$ cat config.mk
export PLATFORM = sky130hd
export DESIGN_NAME = alu_issue_ctrl
export DESIGN_NICKNAME = d
export VERILOG_FILES = /design/src/rtl/alu_pkg.sv /design/src/rtl/alu_issue_ctrl.sv
export SDC_FILE = /design/constraint.sdc
export NUM_CORES = 1
export LEC_CHECK = 0
export CAP_MARGIN = 20
export CELL_PAD_IN_SITES_DETAIL_PLACEMENT = 1
export CELL_PAD_IN_SITES_GLOBAL_PLACEMENT = 1
export CORE_ASPECT_RATIO = 2
export CORE_MARGIN = 2
export CORE_UTILIZATION = 35
export CTS_CLUSTER_DIAMETER = 40
export CTS_CLUSTER_SIZE = 12
export DETAILED_ROUTE_END_ITERATION = 7
export GPL_ROUTABILITY_DRIVEN = 0
export PLACE_DENSITY = 0.88
export SLEW_MARGIN = 10
export SYNTH_ARGS = -nofsm -noshare
export SYNTH_HDL_FRONTEND = slang
export SYNTH_SLANG_ARGS = --single-unit
$ cat constraint.sdc
create_clock -name clk -period 4.4 [get_ports clk]
set_clock_uncertainty 0.1 [all_clocks]
set_input_delay 1.32 -clock clk [delete_from_list [all_inputs] [get_ports clk]]
set_output_delay 1.32 -clock clk [all_outputs]
set_load 0.02 [all_outputs]
$ cat src/rtl/alu_pkg.sv
// Shared definitions for the ALU issue controller: opcodes, flag indices,
// FSM encoding and opcode classification helpers.
package alu_pkg;

    localparam logic [5:0] OP_NOP = 6'b000000;
    localparam logic [5:0] OP_ADD = 6'b001010;
    localparam logic [5:0] OP_SUB = 6'b001011;
    localparam logic [5:0] OP_LSR = 6'b001100;
    localparam logic [5:0] OP_LSL = 6'b001101;
    localparam logic [5:0] OP_RSR = 6'b001110;
    localparam logic [5:0] OP_RSL = 6'b001111;
    localparam logic [5:0] OP_AND = 6'b010100;
    localparam logic [5:0] OP_OR  = 6'b010101;
    localparam logic [5:0] OP_XOR = 6'b010110;
    localparam logic [5:0] OP_NOT = 6'b010111;
    localparam logic [5:0] OP_CMP = 6'b011000;
    localparam logic [5:0] OP_TST = 6'b011001;
    localparam logic [5:0] OP_INC = 6'b011010;
    localparam logic [5:0] OP_DEC = 6'b011011;

    localparam int FLAG_Z = 0;
    localparam int FLAG_N = 1;
    localparam int FLAG_C = 2;
    localparam int FLAG_V = 3;

    typedef enum logic [2:0] {
        ST_IDLE   = 3'd0,
        ST_ISSUE  = 3'd1,
        ST_WAIT   = 3'd2,
        ST_RETIRE = 3'd3,
        ST_ERROR  = 3'd4
    } state_e;

    // Which architectural registers an instruction updates when it retires.
    typedef enum logic [1:0] {
        WB_FULL  = 2'd0,
        WB_ACC   = 2'd1,
        WB_FLAGS = 2'd2,
        WB_NONE  = 2'd3
    } wb_e;

    function automatic logic is_legal_op(input logic [5:0] op);
        case (op)
            OP_ADD, OP_SUB, OP_LSR, OP_LSL, OP_RSR, OP_RSL,
            OP_AND, OP_OR, OP_XOR, OP_NOT, OP_CMP, OP_TST,
            OP_INC, OP_DEC: return 1'b1;
            default:        return 1'b0;
        endcase
    endfunction

    function automatic wb_e wb_kind(input logic move, input logic store,
                                    input logic [5:0] op);
        if (move)
            return WB_ACC;
        else if (store)
            return WB_NONE;
        else if (op == OP_CMP || op == OP_TST)
            return WB_FLAGS;
        else
            return WB_FULL;
    endfunction

endpackage

$ cat src/rtl/alu_issue_ctrl.sv
// Issue controller on the initiator side of the ALU interface: accepts one
// decoded instruction, drives the ALU, and retires rez/flags into acc/flags.
module alu_issue_ctrl
    import alu_pkg::*;
#(
    parameter int WIDTH   = 32,
    parameter int TIMEOUT = 4
) (
    input  logic             clk,
    input  logic             reset_n,
    input  logic             in_valid,
    output logic             in_ready,
    input  logic [5:0]       in_op,
    input  logic [WIDTH-1:0] in_val,
    input  logic             in_move,
    input  logic             in_store,
    output logic [5:0]       alu_op_code,
    output logic [WIDTH-1:0] alu_val,
    output logic [WIDTH-1:0] alu_reg0,
    output logic             alu_move,
    output logic             alu_store,
    input  logic             alu_ready,
    input  logic [3:0]       alu_flags,
    input  logic [WIDTH-1:0] alu_rez,
    output logic [WIDTH-1:0] acc,
    output logic [3:0]       flags,
    output logic             done,
    output logic             err
);

    localparam logic [3:0] TO_LIMIT = 4'(TIMEOUT);

    state_e           state_q;
    wb_e              wb_q;
    logic             in_ready_q;
    logic [5:0]       alu_op_code_q;
    logic [WIDTH-1:0] alu_val_q;
    logic             alu_move_q;
    logic             alu_store_q;
    logic [WIDTH-1:0] acc_q;
    logic [3:0]       flags_q;
    logic             done_q;
    logic             err_q;
    logic [3:0]       cnt_q;
    logic [3:0]       cnt_d;
    logic [WIDTH-1:0] rez_q;
    logic [3:0]       cflags_q;
    logic             capture;

    assign cnt_d   = cnt_q + 4'd1;
    assign capture = (state_q == ST_WAIT) && alu_ready;

    // Result capture is pure datapath; it is only consumed in RETIRE.
    always_ff @(posedge clk) begin
        if (capture) begin
            rez_q    <= alu_rez;
            cflags_q <= alu_flags;
        end
    end

    always_ff @(posedge clk or negedge reset_n) begin
        if (!reset_n) begin
            state_q       <= ST_IDLE;
            wb_q          <= WB_NONE;
            in_ready_q    <= 1'b0;
            alu_op_code_q <= OP_NOP;
            alu_val_q     <= '0;
            alu_move_q    <= 1'b0;
            alu_store_q   <= 1'b0;
            acc_q         <= '0;
            flags_q       <= '0;
            done_q        <= 1'b0;
            err_q         <= 1'b0;
            cnt_q         <= '0;
        end else begin
            done_q <= 1'b0;
            err_q  <= 1'b0;
            case (state_q)
                ST_IDLE: begin
                    in_ready_q <= 1'b1;
                    if (in_valid && in_ready_q) begin
                        in_ready_q <= 1'b0;
                        wb_q       <= wb_kind(in_move, in_store, in_op);
                        if (!in_move && !in_store && !is_legal_op(in_op)) begin
                            state_q <= ST_ERROR;
                            err_q   <= 1'b1;
                        end else begin
                            // ALU inputs become valid during ISSUE, ahead of its negedge sample.
                            state_q       <= ST_ISSUE;
                            alu_op_code_q <= in_op;
                            alu_val_q     <= in_val;
                            alu_move_q    <= in_move;
                            alu_store_q   <= in_store & ~in_move;
                        end
                    end
                end
                ST_ISSUE: begin
                    cnt_q   <= '0;
                    state_q <= ST_WAIT;
                end
                ST_WAIT: begin
                    if (alu_ready) begin
                        state_q     <= ST_RETIRE;
                        done_q      <= 1'b1;
                        alu_move_q  <= 1'b0;
                        alu_store_q <= 1'b0;
                    end else begin
                        cnt_q <= cnt_d;
                        if (cnt_d == TO_LIMIT) begin
                            state_q       <= ST_ERROR;
                            err_q         <= 1'b1;
                            alu_op_code_q <= OP_NOP;
                            alu_move_q    <= 1'b0;
                            alu_store_q   <= 1'b0;
                        end
                    end
                end
                ST_RETIRE: begin
                    case (wb_q)
                        WB_FULL: begin
                            acc_q   <= rez_q;
                            flags_q <= cflags_q;
                        end
                        WB_ACC:   acc_q   <= rez_q;
                        WB_FLAGS: flags_q <= cflags_q;
                        WB_NONE:  ;
                    endcase
                    alu_op_code_q <= OP_NOP;
                    in_ready_q    <= 1'b1;
                    state_q       <= ST_IDLE;
                end
                ST_ERROR: begin
                    alu_op_code_q <= OP_NOP;
                    alu_move_q    <= 1'b0;
                    alu_store_q   <= 1'b0;
                    in_ready_q    <= 1'b1;
                    state_q       <= ST_IDLE;
                end
                default: begin
                    state_q <= ST_IDLE;
                end
            endcase
        end
    end

    assign in_ready    = in_ready_q;
    assign alu_op_code = alu_op_code_q;
    assign alu_val     = alu_val_q;
    assign alu_reg0    = acc_q;
    assign alu_move    = alu_move_q;
    assign alu_store   = alu_store_q;
    assign acc         = acc_q;
    assign flags       = flags_q;
    assign done        = done_q;
    assign err         = err_q;

endmodule

==> key figures <==
Global routing
  • GRT Residual Overflow: 0
  • First-pass GRT wire length: between 20 and 25 mm
  • Overall Global Routing Usage: 0.188
  • Pin count of the biggest net entering global routing: 69
  • Antenna violations before repair: 0
  • Via count of the first global-routing pass: between 3000 and 4000

Clock network
  • CTS HTree Levels: 4
  • Clk buf depth: 2
  • Clock-pin transition on the worst setup and hold timing paths: about 0.06 ns
  • CTS tree: done
  • Root Driver: clkbuf_16
  • CTS buffer count: 17
  • Sink Count: around 120
  • Post-CTS Repair Setup Buffers: 0
  • Cts hold-fix bufs: 0
  • Clk_lat worst skew: 0.40 ns
  • Resize count post-CTS: 0

Die
  • Die area: between 0.015 and 0.02 mm²
  • # IOs: about 190
  • Die W: roughly 89 µm
  • Die Y: around 170 µm
  • Core Footprint: 0.0140 mm²
  • # rows: 61
  • Initial Util: 0.359

Drt
  • DRC marker count from the first detailed-route iteration: 103
  • Final ANT Viol Nets: 0
  • Avg WL per Cell: between 15 and 20 µm
  • DRC Markers: 0
  • WL final: around 14 mm
  • Vias per cell: around 4.8
  • Routed via count: ~3300
  • DRT Pass-1 Iters: 4

STA
  • Final Setup Violations: 0
  • Slew Viols, Final: 0
  • Setup TNS: 0 ns
  • Final hold vios: 0
  • Hold WS: ~0.38 ns
  • Final worst path period need: 3.62 ns
  • Slew margin rel.: 0.382
  • Tcrit/Tclk final: 0.824
  • Worst-Margin Slew: 0.925 ns
  • RSZ-0062 raised after global routing: no
  • Maximum clock frequency: about 280 MHz

Final layout
  • Commonest non-fill, non-tap cell in the layout: clkdlybuf4s50_1
  • Ant diodes: 0
  • Finished Cell Area: 0.00746 mm²
  • Final core occ: 0.534
  • Nets: about 580
  • Share of cells above drive strength 1: 0.215
  • Synth-to-layout area growth: 48.8%
  • Commonest cells after routing, fill and taps aside: 189 x clkdlybuf4s50_1, 86 x dfrtp_1, 54 x mux2_2, 36 x edfxtp_1, 17 x clkbuf_16

Place
  • # port buffers: 190
  • Placed inst area: 0.00686 mm²
  • Hpwl dp: about 10 mm

Synthesis
  • Register area share after synthesis: 0.655
  • Async SR Flop Fraction: 0.710
  • Synth Warn #: 0
  • Netlist cell types: between 40 and 50
  • Mean Syn Cell Area: ~15 µm²
  • Synthesized area: 0.00501 mm²
  • #FFs+latches synth: 124
  • Primary FF master, synth: dfrtp_1
  • EDFF count, synth: 36
  • Syn Nets: 409
  • Post-Synthesis Cells: ~330

Outcome
  • Status: finished, final reports clean

Hold path
  • Hold Path Class: reg2reg

Pwr
  • LEAKAGE: a little under 3 nW
  • Maximum vdd drop: between 0.3 and 0.4 mV
  • Total power: ~6.1 mW
  • PwrDens: roughly 810 mW/mm²

Worst setup path
  • CP startpoint kind: input port
  • Setup CP Type: in2reg
  • Endpoint arrival time on the critical path: between 3 and 4 ns
  • Crit Path Max Fanout: 33
  • CP required: 4.59 ns
  • Critical Path End Type: flip-flop

Job
  • MaxCap Viol Count: 0
[state kept, by name, summed over array words and instances, names as in the netlist]
name / cells
acc: 32
alu_move: 1
alu_op_code: 6
alu_store: 1
alu_val: 32
cflags_q: 4
cnt_q: 4
done: 1
err: 1
flags: 4
in_ready: 1
rez_q: 32
state_q: 3
wb_q: 2
[final timing paths]
path | from | to | slack, ns | cells past startpoint
min in group asynchronous | reset_n | acc[9] | 0.93 | 1
worst min register to register | rez_q[12] | acc[12] | 0.38 | 1
worst max register to register | state_q[0] | alu_val[13] | 1.56 | 4
max in group asynchronous | reset_n | acc[27] | 2.53 | 2
worst max-delay path | in_op[2] | alu_val[13] | 0.78 | 7
worst min-delay path | rez_q[12] | acc[12] | 0.38 | 1
[layer usage]
layer | GRT usage | vias to the layer above | routed length (µm)
li1 | - | 1477 | -
met1 | 0.195 | 1642 | 4410
met2 | 0.333 | 152 | 7760
met3 | 0.0400 | 38 | 642
met4 | 0.107 | 0 | 696
met5 | 0 | - | 0
[metrics by stage]
stage | setup slack, ns | cells
2_1_floorplan | 0.712 | 326
3_3_place_gp | 0.419 | 663
3_5_place_dp | 0.351 | 663
4_1_cts | 0.780 | 695
5_1_grt | 0.676 | 695
6_report | 0.776 | 695
[cells by family (layout without fill, tap and decap cells)]
logic type                 Yosys count  count (layout)  synth area share
DFF                                124             124             0.655
buffers and inverters               51             231            0.0716
muxes                               71              71             0.166
and+or+nand+nor                     38              38            0.0452
xor gates and xnor gates             1               1           0.00175
AOI/OAI and AO/OA                   38              38            0.0526
adders and majority gates            3               3           0.00749
[cell type report]
class	count	area, µm²
Multi-Input combinational cell	151	1390
Timing Repair Buffer	194	1930
Inverter	5	18.8
Tap cell	189	236
Clock inverter	15	179
Fill cell	1379	6500
Sequential cell	124	3290
Clock buffer	17	425
[cells in the mapped netlist (2+ instances only)]
cell	instances	area (µm²)
dfstp_2	2	52.6
nand2b_1	3	18.8
mux2_1	4	45.0
ha_1	3	37.5
clkbuf_1	8	30.0
nor3_1	3	15.0
o41ai_1	2	17.5
mux2_4	10	150
buf_6	2	22.5
a21oi_1	7	35.0
o21ai_0	10	50.1
inv_1	5	18.8
nand3b_1	2	15.0
nand2_1	7	26.3
edfxtp_1	36	1080
or3_1	2	12.5
a22o_1	6	52.6
mux2i_1	3	30.0
a21bo_2	2	20.0
buf_4	33	248
nor2b_1	3	18.8
dfrtp_1	86	2150
a31oi_1	2	12.5
mux2_2	54	608
nor4bb_1	2	20.0
nor2_1	10	37.5
a22oi_1	2	15.0
[power by group]
part | switching (mW) | internal [mW]
logic | 1.26 | 1.36
clock network | 0.574 | 0.858
registers | 0.344 | 1.66
total | 2.18 | 3.88
[critical path, stage by stage]
cell,delay (ns)
clkdlybuf4s50_1,0.53
inv_1,0.06
ha_1,0.27
or3b_2,0.46
o311a_1,0.22
nor2_8,0.51
mux2_2,0.42
Note: power is estimated with default switching activity, not from simulation.
